**config.mk**
```make
export PLATFORM = sky130hd
export DESIGN_NAME = life_cursor_ctrl
export DESIGN_NICKNAME = d
export VERILOG_FILES = /design/src/rtl/life_cursor_ctrl.sv
export SDC_FILE = /design/constraint.sdc
export NUM_CORES = 1
export LEC_CHECK = 0
export CAP_MARGIN = 20
export CORE_ASPECT_RATIO = 1.25
export CORE_UTILIZATION = 57
export DETAILED_ROUTE_END_ITERATION = 8
export PLACE_DENSITY = 0.79
export SLEW_MARGIN = 20
export SYNTH_ARGS = -nofsm -noshare
export SYNTH_HDL_FRONTEND = slang
export SYNTH_SLANG_ARGS = --single-unit
```
**constraint.sdc**
```tcl
create_clock -name Clock -period 3 [get_ports Clock]
set_input_delay 0.6 -clock Clock [delete_from_list [all_inputs] [get_ports Clock]]
set_output_delay 0.6 -clock Clock [all_outputs]
set_load 0.005 [all_outputs]
```
**src/rtl/life_cursor_ctrl.sv**
```systemverilog
// Setup-side controller for the Game-of-Life grid: key conditioning, wrapped cursor, toggle pulse,
// generation tick and cursor blink. Define LIFE_CURSOR_AUTO_REPEAT_EN to auto-repeat held direction keys.
module life_cursor_ctrl #(
    parameter int ROWS         = 8,
    parameter int COLS         = 8,
    parameter int TICK_DIV     = 50_000_000,
    parameter int BLINK_DIV    = 12_500_000,
    parameter int REPEAT_DELAY = 25_000_000,
    parameter int REPEAT_RATE  = 5_000_000
) (
    input  logic                      Clock,
    input  logic                      Reset,
    input  logic                      setup,
    input  logic                      key_up,
    input  logic                      key_down,
    input  logic                      key_left,
    input  logic                      key_right,
    input  logic                      key_toggle,
    output logic [ROWS-1:0]           row_sel,
    output logic [COLS-1:0]           col_sel,
    output logic [$clog2(ROWS)-1:0]   cur_row,
    output logic [$clog2(COLS)-1:0]   cur_col,
    output logic                      toggle,
    output logic                      gen_tick,
    output logic                      blink
);

    localparam int RW = $clog2(ROWS);
    localparam int CW = $clog2(COLS);
    localparam int TW = $clog2(TICK_DIV);
    localparam int BW = $clog2(BLINK_DIV);

    localparam logic [RW-1:0] ROW_LAST   = RW'(ROWS - 1);
    localparam logic [CW-1:0] COL_LAST   = CW'(COLS - 1);
    localparam logic [TW-1:0] TICK_LAST  = TW'(TICK_DIV - 1);
    localparam logic [BW-1:0] BLINK_LAST = BW'(BLINK_DIV - 1);

    localparam int K_UP    = 0;
    localparam int K_DOWN  = 1;
    localparam int K_LEFT  = 2;
    localparam int K_RIGHT = 3;
    localparam int K_TOG   = 4;

    if (ROWS < 2 || COLS < 2 || TICK_DIV < 2 || BLINK_DIV < 2 ||
        REPEAT_DELAY < 1 || REPEAT_RATE < 1) begin : g_bad_param
        $error("life_cursor_ctrl: parameter out of range");
    end

    function automatic logic [RW-1:0] step_row(input logic [RW-1:0] r,
                                               input logic inc, input logic dec);
        logic [RW-1:0] nxt;
        nxt = r;
        if (inc && !dec)
            nxt = (r == ROW_LAST) ? '0 : r + RW'(1);
        else if (dec && !inc)
            nxt = (r == '0) ? ROW_LAST : r - RW'(1);
        return nxt;
    endfunction

    function automatic logic [CW-1:0] step_col(input logic [CW-1:0] c,
                                               input logic inc, input logic dec);
        logic [CW-1:0] nxt;
        nxt = c;
        if (inc && !dec)
            nxt = (c == COL_LAST) ? '0 : c + CW'(1);
        else if (dec && !inc)
            nxt = (c == '0) ? COL_LAST : c - CW'(1);
        return nxt;
    endfunction

    // Stage p0/p1: two-flop synchronizer; p2: edge history. All preset to 1 so keys held
    // through reset never look like a fresh press.
    logic [4:0] key_p0, key_p1, key_p2;
    logic [4:0] rise;

    always_ff @(posedge Clock) begin
        if (Reset) begin
            key_p0 <= '1;
            key_p1 <= '1;
            key_p2 <= '1;
        end else begin
            key_p0 <= {key_toggle, key_right, key_left, key_down, key_up};
            key_p1 <= key_p0;
            key_p2 <= key_p1;
        end
    end

    assign rise = key_p1 & ~key_p2;

    logic [3:0] mv;

`ifdef LIFE_CURSOR_AUTO_REPEAT_EN
    localparam int HMAX = (REPEAT_DELAY > REPEAT_RATE) ? REPEAT_DELAY : REPEAT_RATE;
    localparam int HW   = $clog2(HMAX) + 1;

    logic [HW-1:0] hold_cnt;
    logic          hold_rpt;
    logic [3:0]    dir_rep;
    logic          rep_fire;

    always_comb begin
        dir_rep = key_p1[3:0];
        if (dir_rep[K_UP] && dir_rep[K_DOWN]) begin
            dir_rep[K_UP]   = 1'b0;
            dir_rep[K_DOWN] = 1'b0;
        end
        if (dir_rep[K_LEFT] && dir_rep[K_RIGHT]) begin
            dir_rep[K_LEFT]  = 1'b0;
            dir_rep[K_RIGHT] = 1'b0;
        end
        rep_fire = (|dir_rep) &&
                   (hold_rpt ? (hold_cnt == HW'(REPEAT_RATE - 1))
                             : (hold_cnt == HW'(REPEAT_DELAY - 1)));
    end

    // One shared hold counter; any change in the held direction set restarts the delay.
    always_ff @(posedge Clock) begin
        if (Reset || !setup || (key_p1[3:0] != key_p2[3:0])) begin
            hold_cnt <= '0;
            hold_rpt <= 1'b0;
        end else if (rep_fire) begin
            hold_cnt <= '0;
            hold_rpt <= 1'b1;
        end else if (|dir_rep) begin
            hold_cnt <= hold_cnt + HW'(1);
        end
    end

    assign mv = rise[3:0] | (rep_fire ? dir_rep : 4'b0000);
`else
    assign mv = rise[3:0];
`endif

    // A move arriving with a toggle waits one cycle so the pulse hits the pre-move cell.
    logic [3:0] pend;

    always_ff @(posedge Clock) begin
        if (Reset) begin
            cur_row <= '0;
            cur_col <= '0;
            toggle  <= 1'b0;
            pend    <= '0;
        end else if (!setup) begin
            toggle <= 1'b0;
            pend   <= '0;
        end else if (rise[K_TOG]) begin
            toggle <= 1'b1;
            pend   <= mv;
        end else begin
            toggle  <= 1'b0;
            pend    <= '0;
            cur_row <= step_row(step_row(cur_row, pend[K_DOWN], pend[K_UP]),
                                mv[K_DOWN], mv[K_UP]);
            cur_col <= step_col(step_col(cur_col, pend[K_RIGHT], pend[K_LEFT]),
                                mv[K_RIGHT], mv[K_LEFT]);
        end
    end

    always_comb begin
        row_sel          = '0;
        row_sel[cur_row] = 1'b1;
        col_sel          = '0;
        col_sel[cur_col] = 1'b1;
    end

    logic [TW-1:0] tick_cnt;

    always_ff @(posedge Clock) begin
        if (Reset || setup)
            tick_cnt <= '0;
        else if (tick_cnt == TICK_LAST)
            tick_cnt <= '0;
        else
            tick_cnt <= tick_cnt + TW'(1);
    end

    assign gen_tick = (tick_cnt == TICK_LAST);

    // blink_act marks that setup mode has been entered; the first setup edge forces blink high.
    logic [BW-1:0] blink_cnt;
    logic          blink_act;

    always_ff @(posedge Clock) begin
        if (Reset || !setup) begin
            blink_cnt <= '0;
            blink_act <= 1'b0;
            blink     <= 1'b0;
        end else if (!blink_act) begin
            blink_cnt <= '0;
            blink_act <= 1'b1;
            blink     <= 1'b1;
        end else if (blink_cnt == BLINK_LAST) begin
            blink_cnt <= '0;
            blink     <= ~blink;
        end else begin
            blink_cnt <= blink_cnt + BW'(1);
        end
    end

endmodule

```
* Word level (Yosys, flattened, before mapping)
Index checks and enable logic that the tools add are counted.
Widths: inputs -> output; s select.
** Word-level totals
- Flip-flop bits (word level) :: 78
- Output and inout bits :: 25
- Logic and storage cells :: 98
** Cells by class
- Add/subtract/negate cells :: 10
- $lt $le $gt $ge :: 4
- Equal/unequal tests :: 7
- Mux-type cells :: 30
- Bitwise operators :: 6
- Reductions and logical operators :: 30
** Operators by type and width (number)
- $mux 3 :: 22
- $add 26x1->26 const B :: 1
- $eq 26x26->1 const B :: 1
- $add 24x1->24 const B :: 1
- $eq 24x24->1 const B :: 1
- $add 3x1->3 const B :: 4
- $eq 3x3->1 const B :: 4
- $logic_not 3->1 :: 4
- $sub 3x1->3 const B :: 4
- $logic_and 1x1->1 :: 10
- $logic_not 1->1 :: 9
- $lt 3x4->1 const B :: 2
- $demux 1 s3 :: 2
- $ge 3x1->1 const B :: 2
- $mux 1 :: 6
- $reduce_or 3->1 :: 2
- $and 5x5->5 :: 1
- $not 5->5 :: 1
- $not 1->1 :: 4
- $reduce_or 2->1 :: 2
- $logic_or 1x1->1 :: 2
- $ne 2x1->1 const B :: 1
- $reduce_and 2->1 :: 1

* Depth between registers and ports, before layout
- Depth after elaboration :: 11
- Mapped depth :: 12
- Mapped depth without buffers :: 11

* Worst setup path before layout
Ideal clock, no wire load.
- Path type :: register to register
- From :: register cur_row[0]
- To :: register cur_row[2]
- Setup time :: 0.117 ns
- Arrival time :: 2.434 ns
- Data required time :: 2.883 ns
- Path slack :: 0.449 ns
- Cell stages (with the launch flop) :: 10
- Buffers on the path :: 0
- Clock period less this slack :: 2.551 ns
- Cell sequence :: dfxtp_1 > inv_1 > ha_1 > nor2b_1 > or3b_2 > and2_1 > ha_1 > ha_1 > o2111a_1 > a22o_1
** On the way
- Cells in the longest elaborated chain, start to end :: 11
** RTL lines
- from (decl) :: line 21 : output logic [$clog2(ROWS)-1:0] cur_row,
- from (signal assigned) :: line 152 : cur_row <= step_row(step_row(cur_row, pend[K_DOWN], pend[K_UP]),
- $sub 3x1->3 / $logic_not 3->1 (equally long branches) :: line 56 : nxt = (r == '0) ? ROW_LAST : r - RW'(1);
- $mux 3 :: line 56
- $mux 3 :: line 55 : else if (dec && !inc)
- $mux 3 (*) :: line 53 : if (inc && !dec)
- $mux 3 (*) :: line 146 : end else if (rise[K_TOG]) begin
- $mux 3 (*) :: line 143 : end else if (!setup) begin
- $mux 3 (*) :: line 138 : if (Reset) begin
- $sub 3x1->3 / $logic_not 3->1 (equally long branches) :: line 56
- $mux 3 :: line 56
- $mux 3 :: line 55
- $mux 3 (*) :: line 53
Mark *: on every way between the ends. The rest lies on a longest branch, timed or not. The select of a mux whose other input is x is not followed.
A chain may end at the register's enable or synchronous reset.

* Worst setup path in the final report
- From :: register tick_cnt[0]
- To :: output port gen_tick
** On the way
- Cells in the longest elaborated chain, start to end :: 1
** RTL lines
- from (decl) :: line 166 : logic [TW-1:0] tick_cnt;
- from (signal assigned) :: line 174 : tick_cnt <= tick_cnt + TW'(1);
- $eq 26x26->1 :: line 177 : assign gen_tick = (tick_cnt == TICK_LAST);
- to (decl) :: line 24 : output logic gen_tick,
No other way between the ends.

==> flow_summary_export.csv <==
group,metric,value,unit
min_path,hp-class,"register to register",
synth,synthTopCellsByArea,"dfxtp_1 (39%), ha_1 (5.7%), nor2_1 (4.2%)",
synth,synth_ff_type,"dfxtp_1",
detailed_routing,drtAntennaViolNets,0,
sta,hold_violations,0,
cells_and_area,drive_gt1_frac,0.0942,
clock_tree,cts_buffers,9,
critical_path,critPathRequiredTime,2.40,ns
sta,relSlewSlack,0.689,
placement,port_buffers,32,
cells_and_area,fin_nets,520,
detailed_routing,wl_per_cell,13.4,um
synth,synth.avg_cell_area,8.54,um2
clock_tree,cts_tree,"built",
clock_tree,cts.sinks,78,
placement,dp_cells,570,
sta,tightestPinTransition,0.465,ns
synth,synth_edf_count,0,
synth,synth_top_family_by_area,"simple AND/OR/NAND/NOR gates",
synth,synth-seq-cells,78,
power,irDropWorstVdd,353,uV
grt,grt_pass1_wl,13900,um
cells_and_area,fin_cells,586,
clock_tree,cts_setup_buffers,0,
critical_path,path_max_fanout,6,
synth,synthCells,465,
synth,synthSimpleGateAreaFrac,0.312,
clock_tree,clockBufferDepth,2,
sta,hold_ws,0.414,ns
synth,synth_top_area_share,0.393,
power,p_per_area,490,nW/um2
synth,async_reset_ff_frac,0,
synth,yosysMostFrequentCell,"dfxtp_1",
job,maxCapViolCount,0,
cells_and_area,area_growth,16.6,%
floorplan,rows,33,
grt,grt_max_degree,27,
sta,rsz0062_at_grt,"false",
synth,synth-seq-area-share,0.393,
grt,grt_pass1_vias,3121,
sta,setup_tns,0,ns
floorplan,fp.dieW,76.7,um
critical_path,start_kind,"register",
synth,synth_compound_area_frac,0.130,
detailed_routing,vias_per_cell,5.79,
detailed_routing,initialDrtViolationCount,89,
synth,synthTopCellsByCount,"dfxtp_1 (78), nor2_1 (44), inv_1 (23)",
cells_and_area,nFillCells,525,
sta,fmax,0.351,GHz
synth,synth_area,3970,um2
critical_path,crit_type,"register to output pin",
sta,period_share,0.948,
floorplan,initial_core_util,0.598,
synth,yosysWarnings,0,
placement,gp_congestion,0.867,
critical_path,cp.arrival,2.25,ns
clock_tree,worst_skew_pair.late_latency,0.35,ns
synth,synth.distinct_cells,52,
grt,antenna_found_initial,0,
critical_path,endpoint_kind,"output pin",
outcome,status,"completed",
sta,final_max_slew_viol_count,0,
sta,min_period,2.85,ns
clock_tree,cts_root_buffer,"clkbuf_8",
detailed_routing,drc,0,
detailed_routing,vias,3394,
floorplan,dieArea,7310,um2
detailed_routing,first_pass_iters,6,
synth,synthAdderAreaFrac,0.0567,
synth,synth_nets,491,
clock_tree,htreeDepth,3,
clock_tree,path_clk_slew,0.08,ns
sta,skew,0.00629,ns
floorplan,boundaryPins,33,
synth,yosysTopAreaCell,"dfxtp_1",
placement,hpwl,5420,um
grt,grt_overflow,0,
cells_and_area,n_antenna_cell,0,
sta,finalSetupViolCount,0,
power,total_power,2.27,mW
floorplan,core,6650,um2
floorplan,chipHeight,95.3,um
synth,muxShareOfSynthArea,0.00567,
power,p_leak,1.61,nW
synth,synthXorXnorAreaFrac,0.0617,
grt,track_usage,0.238,
detailed_routing,detail_route.wirelength,7840,um
critical path, stage by stage, from the launching register on:
cell and delay, ns:
dfxtp_1 0.42, ha_1 0.28, and2_1 0.26, nand4_2 0.15, nor3_1 0.24, clkdlybuf4s50_1 0.54
area by class of cell:
| cell class | count | area [um2] | area share |
|---|---|---|---|
| multi-input combinational | 345 | 2250 | 0.487 |
| sequential | 78 | 1560 | 0.337 |
| timing repair buffer | 37 | 358 | 0.0773 |
| clock inverter | 6 | 134 | 0.0289 |
| clock buffer | 10 | 128 | 0.0276 |
| tap | 87 | 109 | 0.0235 |
| inverter | 23 | 86.3 | 0.0186 |
placed cells by master (no fill, tap or decap), types with 7 or more instances in the layout:
master	count
a21oi_1	20
and2_1	7
and3_1	14
clkbuf_8	9
clkdlybuf4s50_1	32
dfxtp_1	77
ha_1	18
inv_1	23
nand2_1	21
nand2b_1	10
nand3_1	21
nand4_1	16
nor2_1	44
nor2b_1	9
nor3_1	21
nor4_1	8
o21ai_0	14
o31ai_1	8
or2_2	16
or3_1	12
or4_1	9
xnor2_1	18
xor2_1	10
through the flow:
stage	worst slack, ns	util	area, um2
final	0.155	0.697	4630
after global routing	0.00872	0.697	4630
after CTS	0.155	0.695	4620
after detailed placement	0.273	0.656	4360
after global placement	0.373	0.656	4360
after floorplan	0.449	-	3970
routing by layer:
metal	global-route usage	routed length [um]	vias to the layer above
met3	0.0488	238	20
li1	-	-	1742
met4	0.122	206	0
met1	0.279	3510	1570
met2	0.411	3880	62
met5	0	0	-
power by group:
group | total [mW] | switching (mW) | internal (mW)
logic | 0.178 | 0.0853 | 0.0928
registers | 1.07 | 0.0175 | 1.05
clock network | 1.02 | 0.383 | 0.637
total | 2.27 | 0.486 | 1.78
repair_timing:
| item | in CTS | in global routing |
|---|---|---|
| hold endpoints to repair | 0 | 0 |
| hold buffers | 0 | 0 |
| setup endpoints to repair | 0 | 1 |
| gates resized for setup | 0 | 2 |
kinds of logic (layout without fill, tap and decap cells):
family / count (synthesis) / count (layout)
simple gates: 222 / 222
flops: 78 / 78
compound gates: 75 / 75
buf+inv: 42 / 76
xor+xnor: 28 / 28
fa+ha+maj: 18 / 18
mux: 2 / 2
worst paths after layout:
kind	from	endpoint	slack [ns]	cells after the start
worst max-delay path	tick_cnt[0]	gen_tick	0.15	5
worst min-delay path	key_p0[1]	key_p1[1]	0.41	1
worst max register to register	cur_row[1]	cur_row[2]	0.25	9
worst min register to register	key_p0[1]	key_p1[1]	0.41	1
registers in the layout, summed over array words and instances, names as in the netlist:
| register | count |
|---|---|
| blink | 1 |
| blink_act | 1 |
| blink_cnt | 24 |
| cur_col | 3 |
| cur_row | 3 |
| key_p0 | 5 |
| key_p1 | 5 |
| key_p2 | 5 |
| pend | 4 |
| tick_cnt | 26 |
| toggle | 1 |
(Power assumes the default switching activity.)
